$ cat config.mk
export PLATFORM = sky130hd
export DESIGN_NAME = wash_cycle_ctrl
export DESIGN_NICKNAME = d
export VERILOG_FILES = /design/src/rtl/wash_cycle_ctrl.sv
export SDC_FILE = /design/constraint.sdc
export NUM_CORES = 1
export LEC_CHECK = 0
export BUFFER_PORTS_ARGS = -buffer_cell sky130_fd_sc_hd__clkbuf_2
export CORE_MARGIN = 2
export CORE_UTILIZATION = 28
export CTS_CLUSTER_DIAMETER = 200
export DETAILED_ROUTE_END_ITERATION = 12
export PLACE_DENSITY_LB_ADDON = 0.05
export SYNTH_ARGS = -nofsm -noshare
export SYNTH_HDL_FRONTEND = slang
export SYNTH_SLANG_ARGS = --single-unit
$ cat constraint.sdc
create_clock -name clk -period 5.2 [get_ports clk]
set_input_delay 1.04 -clock clk [delete_from_list [all_inputs] [get_ports clk]]
set_output_delay 1.04 -clock clk [all_outputs]
set_load 0.02 [all_outputs]
$ cat src/rtl/wash_cycle_ctrl.sv
// Washing-machine program sequencer: FILL/HEAT/WASH/DRAIN/RINSE/SPIN timed by 1 Hz ticks.
// Build with WASH_EXTRA_RINSE_EN defined for a second rinse pass.
module wash_cycle_ctrl #(
  parameter int FILL_T      = 8,
  parameter int HEAT_HOT_T  = 8,
  parameter int HEAT_WARM_T = 4,
  parameter int WASH_T      = 10,
  parameter int DRAIN_T     = 4,
  parameter int RINSE_T     = 6,
  parameter int SPIN_T      = 6
) (
  input  logic       clk,
  input  logic       reset,
  input  logic       tick,
  input  logic       start,
  input  logic       pause,
  input  logic       abort,
  input  logic [2:0] temp_sel,
  output logic [2:0] phase,
  output logic [7:0] phase_left,
  output logic       temp_en,
  output logic       valve_in,
  output logic       valve_out,
  output logic       heater,
  output logic [1:0] motor
);

  localparam logic [2:0] S_IDLE  = 3'd0;
  localparam logic [2:0] S_FILL  = 3'd1;
  localparam logic [2:0] S_HEAT  = 3'd2;
  localparam logic [2:0] S_WASH  = 3'd3;
  localparam logic [2:0] S_DRAIN = 3'd4;
  localparam logic [2:0] S_RINSE = 3'd5;
  localparam logic [2:0] S_SPIN  = 3'd6;
  localparam logic [2:0] S_DONE  = 3'd7;

`ifdef WASH_EXTRA_RINSE_EN
  localparam logic [1:0] R_MAX = 2'd2;
`else
  localparam logic [1:0] R_MAX = 2'd1;
`endif

  logic [2:0] r_phase;
  logic [7:0] r_left;
  logic [2:0] r_temp_q;
  logic [1:0] r_rinse_cnt;
  logic       r_abort_flag;

  logic       w_idle;
  logic [2:0] w_nxt_phase;
  logic [7:0] w_nxt_left;
  logic [2:0] w_temp_dec;

  assign w_idle = (r_phase == S_IDLE) || (r_phase == S_DONE);

  always_comb begin
    w_temp_dec = 3'd2;
    if (temp_sel == 3'd1 || temp_sel == 3'd2 || temp_sel == 3'd4) w_temp_dec = temp_sel;
  end

  // Successor phase and its load value, used when the current phase's last tick arrives.
  always_comb begin
    w_nxt_phase = r_phase;
    w_nxt_left  = 8'd0;
    case (r_phase)
      S_FILL: begin
        if (r_temp_q == 3'd4) begin
          w_nxt_phase = S_WASH;
          w_nxt_left  = 8'(WASH_T);
        end else begin
          w_nxt_phase = S_HEAT;
          w_nxt_left  = (r_temp_q == 3'd1) ? 8'(HEAT_HOT_T) : 8'(HEAT_WARM_T);
        end
      end
      S_HEAT: begin
        w_nxt_phase = S_WASH;
        w_nxt_left  = 8'(WASH_T);
      end
      S_WASH, S_RINSE: begin
        w_nxt_phase = S_DRAIN;
        w_nxt_left  = 8'(DRAIN_T);
      end
      S_DRAIN: begin
        if (r_abort_flag) begin
          w_nxt_phase = S_IDLE;
        end else if (r_rinse_cnt < R_MAX) begin
          w_nxt_phase = S_RINSE;
          w_nxt_left  = 8'(RINSE_T);
        end else begin
          w_nxt_phase = S_SPIN;
          w_nxt_left  = 8'(SPIN_T);
        end
      end
      S_SPIN: w_nxt_phase = S_DONE;
      default: w_nxt_phase = r_phase;
    endcase
  end

  always_ff @(posedge clk) begin
    if (reset) begin
      r_phase      <= S_IDLE;
      r_left       <= 8'd0;
      r_temp_q     <= 3'd0;
      r_rinse_cnt  <= 2'd0;
      r_abort_flag <= 1'b0;
    end else if (abort && !w_idle) begin
      // Abort outranks pause and tick; DRAIN keeps its running timer.
      if (r_phase == S_SPIN) begin
        r_phase      <= S_IDLE;
        r_left       <= 8'd0;
        r_abort_flag <= 1'b0;
      end else begin
        if (r_phase != S_DRAIN) begin
          r_phase <= S_DRAIN;
          r_left  <= 8'(DRAIN_T);
        end
        r_abort_flag <= 1'b1;
      end
    end else if (w_idle) begin
      if (start && !pause) begin
        r_phase      <= S_FILL;
        r_left       <= 8'(FILL_T);
        r_temp_q     <= w_temp_dec;
        r_rinse_cnt  <= 2'd0;
        r_abort_flag <= 1'b0;
      end
    end else if (tick && !pause) begin
      if (r_left == 8'd1) begin
        r_phase <= w_nxt_phase;
        r_left  <= w_nxt_left;
        if (r_phase == S_RINSE) r_rinse_cnt <= r_rinse_cnt + 2'd1;
        if (r_phase == S_DRAIN) r_abort_flag <= 1'b0;
      end else begin
        r_left <= r_left - 8'd1;
      end
    end
  end

  assign phase      = r_phase;
  assign phase_left = r_left;
  assign temp_en    = w_idle;
  assign valve_in   = !pause && (r_phase == S_FILL || r_phase == S_RINSE);
  assign heater     = !pause && (r_phase == S_HEAT);
  assign valve_out  = !pause && (r_phase == S_DRAIN || r_phase == S_SPIN);
  assign motor      = pause ? 2'b00 :
                      (r_phase == S_WASH || r_phase == S_RINSE) ? 2'b01 :
                      (r_phase == S_SPIN) ? 2'b10 : 2'b00;

endmodule

==> Word level (Yosys, flattened, before mapping) <==
Cells that the tools add are included.
{ "totals": {"regBits": 17, "output_inout_bits": 17, "wordCells": 92} }
{ "classes": {"n_addsub": 2, "n_lt_le_gt_ge": 1, "n_eq_ne": 17, "n_mux": 38, "n_bitwise": 1, "reduce_logical": 28} }
{ "ops": {"columns": ["op", "n"], "rows": [
  ["8-bit two-way mux", 7],
  ["3-bit two-way mux", 10],
  ["3-bit equality test, second input constant", 6],
  ["2-bit two-way mux", 9],
  ["4-bit case mux with 4 select lines", 1],
  ["3-bit case mux with 5 select lines", 1],
  ["5-bit AND reduction", 2],
  ["3-bit by 1-bit equality test with 1-bit output, second input constant", 3],
  ["3-bit by 2-bit equality test with 1-bit output, second input constant", 3],
  ["3-bit nonzero test", 3],
  ["8-bit by 1-bit equality test with 1-bit output, second input constant", 1],
  ["1-bit two-way mux", 8],
  ["4-bit two-way mux", 2],
  ["8-bit by 1-bit subtractor with 8-bit output, second input constant", 1],
  ["7-bit nonzero test", 1],
  ["1-bit logical AND", 6],
  ["1-bit logical OR", 6],
  ["3-bit by 1-bit inequality test with 1-bit output, second input constant", 2],
  ["3-bit AND reduction", 2],
  ["2-bit nonzero test", 3],
  ["4-bit AND reduction", 1],
  ["3-bit logical NOT", 1],
  ["3-bit inequality test, second input constant", 1],
  ["2-bit by 1-bit adder with 2-bit output, second input constant", 1],
  ["5 further kinds", 6]
]} }

==> Longest topological paths before layout <==
{ "depth": {"depth_word": 8, "ltp_mapped": 8, "ltp_nobuf": 7} }

==> Worst setup path after synthesis <==
OpenSTA, ideal clock, no wires.
{ "synth_timing": {"path_kind": "input to output", "start": "input pause", "end": "output heater", "arrival_time_ns": 1.525, "required_ns": 4.160, "setup_slack_ns": 2.635, "cell_stages": 1, "path_cell_list": "nor3_1"} }
{ "synth_between": {"elab_chain_len": 2} }
{ "synth_lines": {"columns": ["element", "line", "rtl"], "rows": [
  ["start: declaration", "16", "input logic pause,"],
  ["1-bit logical NOT", "143", "assign heater = !pause && (r_phase == S_HEAT);"],
  ["1-bit logical AND", "143", null],
  ["end: declaration", "24", "output logic heater,"]
]} }
Every way passes these cells.

==> Final worst setup path <==
{ "layout_timing": {"start": "register r_phase[2], in the netlist phase[2]", "end": "output temp_en"} }
{ "layout_between": {"elab_chain_len": 2, "elab_cells_between_ends": 3, "classes_between": "eq/ne: 1; reduce/logical: 2"} }
{ "layout_lines": {"columns": ["element", "line", "rtl"], "rows": [
  ["start: declaration", "43", "logic [2:0] r_phase;"],
  ["start signal: assignment", "129", "r_phase <= w_nxt_phase;"],
  ["3-bit equality test or 3-bit logical NOT (tied branches)", "54", "assign w_idle = (r_phase == S_IDLE) || (r_phase == S_DONE);"],
  ["1-bit logical OR (*)", "54", null],
  ["end: declaration", "21", "output logic temp_en,"]
]} }
Every way passes the cells marked *; elsewhere a longest branch is shown, timed or not.

==> reports/summary.txt <==
worst path bufs/invs: 1
worst hold stages: 2
Rel. slew slack: 46.55%
worst path required time: 4.16 ns
Detailed Place HPWL: 2.655 mm
NetSw: 0.0001292 W
# setup viols final: 0
total placed instance area: 1413 µm²
TritonCTS clock tree: built
routed vias/inst: 5.360
mapped cell area: 1285 µm²
GPL Wtd Cong: 0.8393
clock buffer depth: 2
Lkg Pwr: 0.5325 nW
post-synthesis sequential area ratio: 26.48%
pwr dens: 250.0 nW/µm²
Worst setup SP type: flop
minimum clock period: 2.946 ns
Final Cell Area: 1458 µm²
worst hold margin: 0.4661 ns
Seq cells post-synth: 17
fin util: 33.25%
Nets: 200
non-filler cells, final: 239
crit path DAT: 1.91 ns
Setup TNS Final: 0 ns
drt wl/cell: 14.61 µm
post-cts gate resize count: 0
Syn-to-layout area delta: 13.44%
clock sink total: 17
Top FF cell, synth: dfxtp_1
Initial Util: 29.31%
stages on the worst setup path: 3
combinational power share: 30.1%
Antenna diodes: 0
max incr delay on CP: 0.84 ns
Slowest-stage cell, CP: dfxtp_1
Clk network pwr share: 27.2%
Clock Pin Slew Worst Setup and Hold Paths: 0.07 ns
top cell type by total area after synthesis: dfxtp_1
antenna violations before repair: 0
critical path class: flop to output port
worst-case reg-to-reg path depth: 5
I/O pin cnt: 26
run status: finished, final reports clean
Rows: 24
Synth Area per Inst: 7.603 µm²
# DRC: 0
syn nets: 181
ANT nets after route: 0
Cell Chain, Critical Path: nand3_1 -> nand2_1 -> clkbuf_2
IO buf count: 25
Post-synth EDFFs: 0
chip width: 71.75 µm
unrepaired setup endpoints after global routing: false
first-pass GRT wire length: 6.030 mm
die height: 71.75 µm
final wirelength: 3.491 mm
crit-path max FO: 23
total internal power: 0.0002352 W
largest cells by area after synthesis: dfxtp_1 26%, a21oi_1 7.4%, nor2_1 5.6%
number of instances in the placed design: 235
CP top delay family: flip-flops
postcts setup bufs: 0
Ys Warns: 0
Max-Cap Viols: 0
switch share: 35.45%
async set-or-reset flop fraction in the synthesized netlist: 0%
share of cells above drive strength 1: 21.39%
iteration count of the initial detailed-routing pass: 4
hold violation count in the final report: 0
Hold Crit Class: flop to flop
vias in the first global route: 1265
fmax: 339.5 MHz
Post-CTS Hold Fix Bufs: 0
Post-Syn Instances: 169
Critical Path Sink Type: output port
core area: 4384 µm²
Die ar.: 5147 µm²
Pins Over Slew Limit: 0
Vias: 1281
Inserted Clock Buffers: 3
Max IR drop VDD: 114.5 µV
largest net degree at the start of global routing: 24
All-Layer GR Usage: 14.61%
Yosys top cell area share: 26.48%
H-tree levels: 1
worst-skew pair later-pin latency: 0.25 ns
Flop pwr share: 42.7%
fin crit share: 56.65%
root buffer selected by CTS: clkbuf_8
DRT iter0 DRCs: 42
Yosys cell types: 54
clock skew: 0.001101 ns
GRT Residual Overflow: 0
Tightest Pin Transition: 0.8007 ns
[worst paths after layout]
kind / from / end / slack (ns)
worst min-delay path: r_rinse_cnt[1]$_SDFFE_PP0P_ / r_rinse_cnt[1]$_SDFFE_PP0P_ / 0.47
worst min register to register: r_rinse_cnt[1]$_SDFFE_PP0P_ / r_rinse_cnt[1]$_SDFFE_PP0P_ / 0.47
worst max-delay path: phase[2]$_SDFFE_PP0P_ / temp_en / 2.25
worst max register to register: phase[2]$_SDFFE_PP0P_ / phase_left[3]$_SDFFE_PP0P_ / 2.91
[power by group through the flow]
stage          registers (W)   logic, W  clock network, W
6_report            0.000156   0.000110         0.0000991
3_5_place_dp        0.000158   0.000110                 0
3_3_place_gp        0.000158   0.000112                 0
4_1_cts             0.000155   0.000111          0.000108
5_1_grt             0.000158   0.000124          0.000112
2_1_floorplan       0.000157  0.0000862                 0
[registers in the layout, indices dropped and copies added, names as in the netlist]
name and cells:
r_temp_q 3, r_abort_flag 1, r_rinse_cnt 2, phase 3, phase_left 8
[layout by cell type (no fill, tap or decap), types with 4 or more instances in the layout]
cell type  Yosys  final
dfxtp_1       17     17
o21ai_0        5      5
nor2b_1        5      5
nand3_1        5      5
a21oi_1       19     19
nand2_1       10     10
clkbuf_2       0     25
nor3_1         7      7
o21ai_1        8      8
inv_1          7      7
nor2_1        19     19
o31ai_1        4      4
[worst reg2reg max path, delay by kind of cell (launching register included)]
family,cells,cell delay [ns]
AND/OR/NAND/NOR,3,0.59
flip-flops,1,0.84
AO/OA/AOI/OAI,2,0.74
[layout make-up]
type / instances / area (µm²)
clock buffers: 4 / 45.04
fillers: 476 / 2927
inverters: 7 / 26.28
multi-input cells: 134 / 855.8
flip-flops and latches: 17 / 340.3
well taps: 52 / 65.06
repair buffers: 25 / 125.1
[per-layer routing]
layer  vias up  GRT usage, %  share of wire, %
li1        656             -                 -
met1       595         18.80                47
met2        28         25.00                48
met3         2         3.657               4.4
met4         0         2.516              0.54
met5         -             0                 0
[cell usage after synthesis, drive strengths merged, types with 3 or more instances]
library cell and count:
a21oi 20, buf 7, clkbuf 4, dfxtp 17, ha 3, inv 7, nand2 11, nand2b 4
nand3 6, nor2 20, nor2b 5, nor3 7, o21ai 13, o31ai 4, or3 3, xnor2 3
[cell families after synthesis]
group                      count (synthesis)  synth area share [%]
AOI/OAI and AO/OA                         56                 27.36
xor gates and xnor gates                   4                 2.727
adders and majority gates                  3                 2.921
buffers and inverters                     18                 6.914
DFF                                       17                 26.49
and+or+nand+nor                           71                 33.59
[through the flow]
stage | setup WS (ns) | total power [W]
6_report | 2.254 | 0.0003645
5_1_grt | 2.141 | 0.0003942
4_1_cts | 2.295 | 0.0003735
3_5_place_dp | 2.545 | 0.0002688
3_3_place_gp | 2.560 | 0.0002704
2_1_floorplan | 2.635 | 0.0002428
(Power assumes the default switching activity.)
